`src/rtl/vote_button_conditioner.sv`:
```
// vote_button_conditioner
//   Input stage for the voting machine core. Each raw button and the mode
//   switch pass through a 2-flop synchroniser. Each button is then debounced
//   by a per-button counter. A small FSM turns debounced rises into single
//   cycle vote pulses and rejects presses that involve more than one button.
//
//   Optional build macro: VOTE_TOTAL_EN adds total_votes, a saturating count
//   of vote pulses.
//
// Ports
//   clock        system clock, rising edge
//   reset        asynchronous, active-high, clears all state
//   mode         raw mode switch (0 = voting, 1 = result display)
//   button1..4   raw candidate buttons, active-high, bouncy
//   mode_sync    synchronised mode (2nd synchroniser flop, no debounce)
//   vote1..4     one-cycle accepted-vote pulse per candidate
//   multi_err    one-cycle pulse, press rejected (more than one button)
//   busy         high while the FSM is not in IDLE
//   total_votes  [7:0] saturating vote count (VOTE_TOTAL_EN only)
//
// FSM states
//   state  | meaning
//   IDLE   | all debounced levels 0, ready for a press
//   HELD   | one press accepted, waiting for every button to release
//   REJECT | invalid press seen, waiting for every button to release

module vote_button_conditioner #(
    parameter int DEBOUNCE_CYCLES = 8,
    parameter int CNT_W           = 8
) (
    input  logic       clock,
    input  logic       reset,
    input  logic       mode,
    input  logic       button1,
    input  logic       button2,
    input  logic       button3,
    input  logic       button4,
    output logic       mode_sync,
    output logic       vote1,
    output logic       vote2,
    output logic       vote3,
    output logic       vote4,
    output logic       multi_err,
`ifdef VOTE_TOTAL_EN
    output logic [7:0] total_votes,
`endif
    output logic       busy
);

    typedef enum logic [1:0] {
        IDLE   = 2'd0,
        HELD   = 2'd1,
        REJECT = 2'd2
    } state_t;

    // The debounced level flips on the edge where the counter would reach
    // DEBOUNCE_CYCLES, so compare against one less than that.
    localparam logic [CNT_W-1:0] CNT_LAST = CNT_W'(DEBOUNCE_CYCLES - 1);

    logic [3:0]       btn_raw;
    logic [3:0]       btn_meta;
    logic [3:0]       btn_sync;
    logic             mode_meta;
    logic [3:0]       deb;
    logic [3:0]       deb_next;
    logic [3:0]       rise;
    logic [CNT_W-1:0] cnt      [4];
    logic [CNT_W-1:0] cnt_next [4];

    state_t           state;
    state_t           state_next;
    logic [3:0]       vote_q;
    logic [3:0]       vote_next;
    logic             err_next;
    logic             rise_any;
    logic             rise_multi;

    assign btn_raw = {button4, button3, button2, button1};

    // Synchronisers
    always_ff @(posedge clock or posedge reset) begin
        if (reset) begin
            btn_meta  <= '0;
            btn_sync  <= '0;
            mode_meta <= 1'b0;
            mode_sync <= 1'b0;
        end else begin
            btn_meta  <= btn_raw;
            btn_sync  <= btn_meta;
            mode_meta <= mode;
            mode_sync <= mode_meta;
        end
    end

    // Debounce: count consecutive disagreeing cycles, clear on agreement.
    always_comb begin
        deb_next = deb;
        for (int i = 0; i < 4; i++) begin
            cnt_next[i] = '0;
            if (btn_sync[i] != deb[i]) begin
                if (cnt[i] == CNT_LAST) begin
                    deb_next[i] = btn_sync[i];
                end else begin
                    cnt_next[i] = cnt[i] + 1'b1;
                end
            end
        end
    end

    always_ff @(posedge clock or posedge reset) begin
        if (reset) begin
            deb <= '0;
            for (int i = 0; i < 4; i++) begin
                cnt[i] <= '0;
            end
        end else begin
            deb <= deb_next;
            for (int i = 0; i < 4; i++) begin
                cnt[i] <= cnt_next[i];
            end
        end
    end

    // Rises are decided combinationally so the vote pulse is registered on
    // the same edge as the debounced rise itself.
    assign rise       = deb_next & ~deb;
    assign rise_any   = (rise != 4'd0);
    assign rise_multi = ((rise & (rise - 4'd1)) != 4'd0);

    always_ff @(posedge clock or posedge reset) begin
        if (reset) begin
            state     <= IDLE;
            vote_q    <= '0;
            multi_err <= 1'b0;
        end else begin
            state     <= state_next;
            vote_q    <= vote_next;
            multi_err <= err_next;
        end
    end

    always_comb begin
        state_next = state;
        vote_next  = '0;
        err_next   = 1'b0;
        case (state)
            IDLE: begin
                if (rise_multi) begin
                    err_next   = 1'b1;
                    state_next = REJECT;
                end else if (rise_any) begin
                    // Mode is taken from the acceptance edge only.
                    if (!mode_sync) begin
                        vote_next = rise;
                    end
                    state_next = HELD;
                end
            end
            HELD: begin
                if (rise_any) begin
                    err_next   = 1'b1;
                    state_next = REJECT;
                end else if (deb_next == 4'd0) begin
                    state_next = IDLE;
                end
            end
            REJECT: begin
                if (rise_any) begin
                    err_next = 1'b1;
                end
                if (deb_next == 4'd0) begin
                    state_next = IDLE;
                end
            end
            default: state_next = IDLE;
        endcase
    end

    assign vote1 = vote_q[0];
    assign vote2 = vote_q[1];
    assign vote3 = vote_q[2];
    assign vote4 = vote_q[3];
    assign busy  = (state != IDLE);

`ifdef VOTE_TOTAL_EN
    always_ff @(posedge clock or posedge reset) begin
        if (reset) begin
            total_votes <= 8'd0;
        end else if ((vote_q != 4'd0) && (total_votes != 8'hFF)) begin
            total_votes <= total_votes + 8'd1;
        end
    end
`endif

endmodule

```
`config.mk`:
```
export PLATFORM = sky130hd
export DESIGN_NAME = vote_button_conditioner
export DESIGN_NICKNAME = d
export VERILOG_FILES = /design/src/rtl/vote_button_conditioner.sv
export SDC_FILE = /design/constraint.sdc
export NUM_CORES = 1
export LEC_CHECK = 0
export ABC_AREA = 1
export BUFFER_PORTS_ARGS = -buffer_cell sky130_fd_sc_hd__buf_4
export CAP_MARGIN = 15
export CORE_MARGIN = 2
export CORE_UTILIZATION = 54
export DETAILED_ROUTE_END_ITERATION = 6
export GPL_TIMING_DRIVEN = 0
export PLACE_DENSITY_LB_ADDON = 0.2
export REMOVE_ABC_BUFFERS = 1
export SYNTH_ARGS = -nofsm -noshare
export SYNTH_HDL_FRONTEND = slang
export SYNTH_SLANG_ARGS = --single-unit
```
`constraint.sdc`:
```
create_clock -name clock -period 1.9 [get_ports clock]
set_clock_uncertainty 0.1 [all_clocks]
set_input_delay 0.57 -clock clock [delete_from_list [all_inputs] [get_ports clock]]
set_output_delay 0.57 -clock clock [all_outputs]
set_load 0.02 [all_outputs]
```
### After elaboration in Yosys (flattened, before gate mapping)

Cells that the tools add are included.

| word-level totals | value |
|---|---|
| flip-flop bits (word level) | 53 |
| output and inout bits | 7 |
| logic and storage cells | 65 |

| operators by class | value |
|---|---|
| add/sub/neg operators | 5 |
| equal/unequal tests | 11 |
| mux-type cells | 28 |
| bitwise gates (word level) | 3 |
| reduce and logical (&&, ||, !) cells | 6 |

Operators with widths:

| cell | count |
|---|---|
| 8-bit 2-to-1 mux | 8 |
| 8-bit by 1-bit adder with 8-bit output (second input constant) | 4 |
| 8-bit by 3-bit == test with 1-bit output (second input constant) | 4 |
| 4-bit 2-to-1 mux | 4 |
| 1-bit 2-to-1 mux | 10 |
| 4-bit AND | 2 |
| 2-bit 2-to-1 mux | 4 |
| 4-bit nonzero test | 2 |
| 2-bit one-hot mux with 3 select lines | 1 |
| 4-bit zero test | 1 |
| 1-bit inequality test | 4 |
| 4-bit inverter | 1 |
| 4-bit by 1-bit subtractor with 4-bit output (second input constant) | 1 |
| 3-bit inequality test (second input constant) | 1 |
| 2-bit by 1-bit == test with 1-bit output (second input constant) | 1 |
| 2-bit == test (second input constant) | 1 |
| 2-bit zero test | 1 |
| 1-bit one-hot mux with 2 select lines | 1 |
| 2-bit nonzero test | 1 |
| 2-bit OR reduction | 1 |

### Longest topological paths before layout

| logic depth | value |
|---|---|
| depth in word-level cells | 9 |
| depth in mapped cells | 12 |

### Worst setup path after synthesis

Ideal clock, no wire load.

| timing | value |
|---|---|
| kind | reg-to-reg |
| start point | register cnt[0] in the netlist's numbering |
| end point | register state[0] |
| setup time | 116 ps |
| arrival | 1364 ps |
| data required time | 1684 ps |
| slack | 319 ps |
| cell stages (with the launch flop) | 12 |
| clock period less this slack | 1581 ps |
| cell sequence | dfrtp_1 > ha_1 > nand2_1 > nor2_2 > nand3_2 > nand2_2 > nor2_1 > inv_2 > nor2_4 > nor2_1 > nand2_1 > nand2_1 |

| on the way | value |
|---|---|
| longest elaborated chain between the ends | 9 |

Ends and longest elaborated chain:

| element | RTL line | text |
|---|---|---|
| start: declaration | 67 | `logic [CNT_W-1:0] cnt [4];` |
| start signal: indexed assignment | 119 | `cnt[i] <= cnt_next[i];` |
| 8-bit by 3-bit == test with 1-bit output (*) | 101 | `if (cnt[i] == CNT_LAST) begin` |
| 1-bit 2-to-1 mux (*) | 101 |  |
| 1-bit 2-to-1 mux (*) | 100 | `if (btn_sync[i] != deb[i]) begin` |
| 4-bit AND | 126 | `assign rise = deb_next & ~deb;` |
| 4-bit by 1-bit subtractor with 4-bit output | 128 | `assign rise_multi = ((rise & (rise - 4'd1)) != 4'd0);` |
| 4-bit AND | 128 |  |
| 4-bit nonzero test | 128 |  |
| 2-bit 2-to-1 mux | 148 | `if (rise_multi) begin` |
| 2-bit one-hot mux with 3 select lines | 146 | `case (state)` |
| end signal: assignment | 136 | `state <= state_next;` |
| end: declaration | 70 | `state_t state;` |

Every way passes the cells marked *; elsewhere a longest branch is shown, timed or not.
A chain may end at the register's enable or synchronous reset.

### Worst setup path in the final report

| timing | value |
|---|---|
| start point | register state[0] |
| end point | output busy |

| on the way | value |
|---|---|
| longest elaborated chain between the ends | 1 |

Ends and longest elaborated chain:

| element | RTL line | text |
|---|---|---|
| 2-bit nonzero test | 183 | `assign busy = (state != IDLE);` |
| end: declaration | 47 | `output logic busy` |

No other way between the ends.

==> results.sh <==
export IMPL_ant_nets=0
export IMPL_dp_hpwl_um=3390
export IMPL_max_clock_path_buffers=2
export IMPL_yosysSeqAreaShare_pct=51.2
export IMPL_multi_input_area_sq_um=1140
export IMPL_fin_hold_ws_ps=181
export IMPL_die_x_um=73.3
export IMPL_viasPerCell=5.09
export IMPL_post_place_ws_ps=76.5
export IMPL_cp_arrival_ps=1160
export IMPL_leakagePower_uw=0.00146
export IMPL_grt_first_pass_wirelength_um=8010
export IMPL_power_per_cell_area_nw_per_um2=973
export IMPL_cts_tree="done"
export IMPL_synth_distinct_cells=26
export IMPL_wl_um=4520
export IMPL_cp_top_family="flip-flops"
export IMPL_grt_overflow_total=0
export IMPL_crit_top_cell="inv_2"
export IMPL_tightestPinTransition_ps=544
export IMPL_drv_slew=0
export IMPL_cts_hold_buf=0
export IMPL_antenna_found_initial=0
export IMPL_root_buffer="clkbuf_8"
export IMPL_core_sq_um=4660
export IMPL_crit_fanout=3
export IMPL_final_common_cell="dfrtp_1"
export IMPL_worstSetupEndpointType="output pin"
export IMPL_rows=25
export IMPL_h_tree_depth=2
export IMPL_outcome="complete, no violations"
export IMPL_area_delta_synth_final_pct=13.9
export IMPL_die_height_um=73.3
export IMPL_drtPass1Iterations=4
export IMPL_mostFrequentLayoutCells="dfrtp_1 (53), nand2_1 (47), nor2_1 (44), inv_1 (29), nor3_1 (24)"
export IMPL_slowest_stage="dfrtp_1"
export IMPL_first_global_vias=1979
export IMPL_port_buffers=13
export IMPL_ioPinCount=14
export IMPL_period_share_pct=96.5
export IMPL_cap_violations=0
export IMPL_n_antenna_cell=0
export IMPL_synth_area_leaders="dfrtp_1 (51%), nand2_1 (6.8%), nor2_1 (6.7%)"
export IMPL_ys_ff_latch=53
export IMPL_post_route_util_pct=63.4
export IMPL_syn_cell_area_sq_um=2590
export IMPL_wire_per_inst_um=11.8
export IMPL_dieArea_sq_um=5370
export IMPL_ys_flop_type="dfrtp_1"
export IMPL_rsz0062_at_grt="no"
export IMPL_synth_edf_count=0
export IMPL_dp_cells=371
export IMPL_initial_core_util_pct=55.6
export IMPL_tns_ps=0
export IMPL_fin_ws_ps=66.8
export IMPL_clk_latency_ps=300
export IMPL_worstPathCellList="inv_2 > ha_4 > inv_2 > buf_4"
export IMPL_peakVddDrop_uv=711
export IMPL_num_vias=1948
export IMPL_hold_path_class="in -> async"
export IMPL_grt_max_degree=33
export IMPL_fin_nets=343
export IMPL_path_buf_inv=3
export IMPL_min_period_ps=1830
export IMPL_grt_usage_pct=19.3
export IMPL_syn_inst=303
export IMPL_cts_clk_slew_worst_paths_ps=90
export IMPL_max_clock_freq_mhz=546
export IMPL_fillers=390
export IMPL_gp_congestion=0.865
export IMPL_yosysWarnings=0
export IMPL_yosysTopAreaCell="dfrtp_1"
export IMPL_register_area_sq_um=1330
export IMPL_cts_sinks=53
export IMPL_critPathKind="reg -> out"
export IMPL_hold_viol=0
export IMPL_drive_above_1_share_pct=22.8
export IMPL_timing_slew_headroom_pct=63.3
export IMPL_route_detailed_drc=0
export IMPL_critPathLaunchType="register"
export IMPL_finalSetupViolations=0
export IMPL_required_ps=1230
export IMPL_async_flop_share_pct=100
export IMPL_synth_top_area_share_pct=51.2
export IMPL_avgSynthCellArea_sq_um=8.56
export IMPL_slowest_delay_ps=410
export IMPL_drt_initial_drc_count=102
export IMPL_stdcell_count=383
export IMPL_cts_inserted_buffers=5
worst paths after layout:
check                      slack (ps)                     to                  from  cells past startpoint
setup / recovery                   70                   busy  state[0]$_DFFE_PP0P_                      4
hold / removal                    180       cnt[8]$_DFF_PP0_                 reset                      2
setup reg to reg                  110    vote_q[1]$_DFF_PP0_      cnt[0]$_DFF_PP0_                      9
hold reg to reg                   250    mode_sync$_DFF_PP0_   mode_meta$_DFF_PP0_                      0
max in group asynchronous        1000  btn_sync[3]$_DFF_PP0_                 reset                      3
min in group clock                250    mode_sync$_DFF_PP0_   mode_meta$_DFF_PP0_                      0
final cells by class:
type,instances,share of cell area [%]
clock buffers,6,2.80
clock inverters,2,1.27
inverters,40,5.08
multi-input cells,210,38.7
flip-flops and latches,53,44.9
well taps,54,2.29
repair buffers,18,5.00
registers in the layout (all words and copies together) (netlist names):
register	flops
cnt	32
mode_sync	1
state	2
btn_sync	4
deb	4
multi_err	1
btn_meta	4
vote_q	4
mode_meta	1
cells by family (layout without fill, tap and decap cells):
kind of cell	Yosys count	after routing	synth area share [%]
AO/OA/AOI/OAI	26	26	5.16
AND/OR/NAND/NOR	174	174	33.4
XOR/XNOR	2	2	0.676
flip-flops	53	53	51.2
adder cells (fa/ha/maj)	8	8	3.86
buffers and inverters	40	66	5.79
timing repair:
item,CTS,global route
pin swaps,0,1
gates resized for setup,4,6
endpoints found under the setup margin,1,7
setup buffers,2,2
metrics by stage:
| stage | cell area, sq um | total power, uW |
|---|---|---|
| finish | 2950 | 2870 |
| global route | 2950 | 3070 |
| CTS | 2930 | 2870 |
| detailed placement | 2780 | 2030 |
| global placement | 2760 | 1990 |
| floorplan | 2590 | 1860 |
synthesized netlist by cell type (2+ instances only):
| master | number |
|---|---|
| nor3b_1 | 4 |
| nand2_2 | 6 |
| a21oi_1 | 16 |
| inv_1 | 33 |
| nand2_1 | 47 |
| nand4_1 | 2 |
| nor2_2 | 11 |
| nor3_1 | 24 |
| xor2_1 | 2 |
| dfrtp_1 | 53 |
| nand3_1 | 15 |
| inv_2 | 7 |
| and3_1 | 4 |
| nor2_1 | 46 |
| o21ai_0 | 4 |
| nor2_4 | 3 |
| o21ai_1 | 5 |
| ha_1 | 8 |
| nand3_2 | 4 |
| or2_2 | 3 |
worst reg2reg max path, cell delays in order, from the launching register on:
cell	delay (ps)
dfrtp_1	400
ha_2	210
nand2_1	120
nor2_2	160
nand3_2	110
nor2_1	120
nor2_1	60
o21ai_2	170
or2_4	180
nor2_2	40
metal layers:
layer  vias up  track usage, %  part of all wire, %
li1       1020               -                    -
met1       899            24.5                   46
met2        25            32.9                   50
met3         4            4.53                  2.8
met4         0            6.06                  1.1
met5         -               0                    0
power by group:
| group | leakage (uW) | switching (uW) | internal (uW) |
|---|---|---|---|
| logic | 0.000701 | 429 | 277 |
| registers | 0.000704 | 113 | 1260 |
| clock network | 0.0000574 | 361 | 428 |
| total | 0.00146 | 903 | 1970 |
Note: power is estimated with default switching activity, not from simulation.
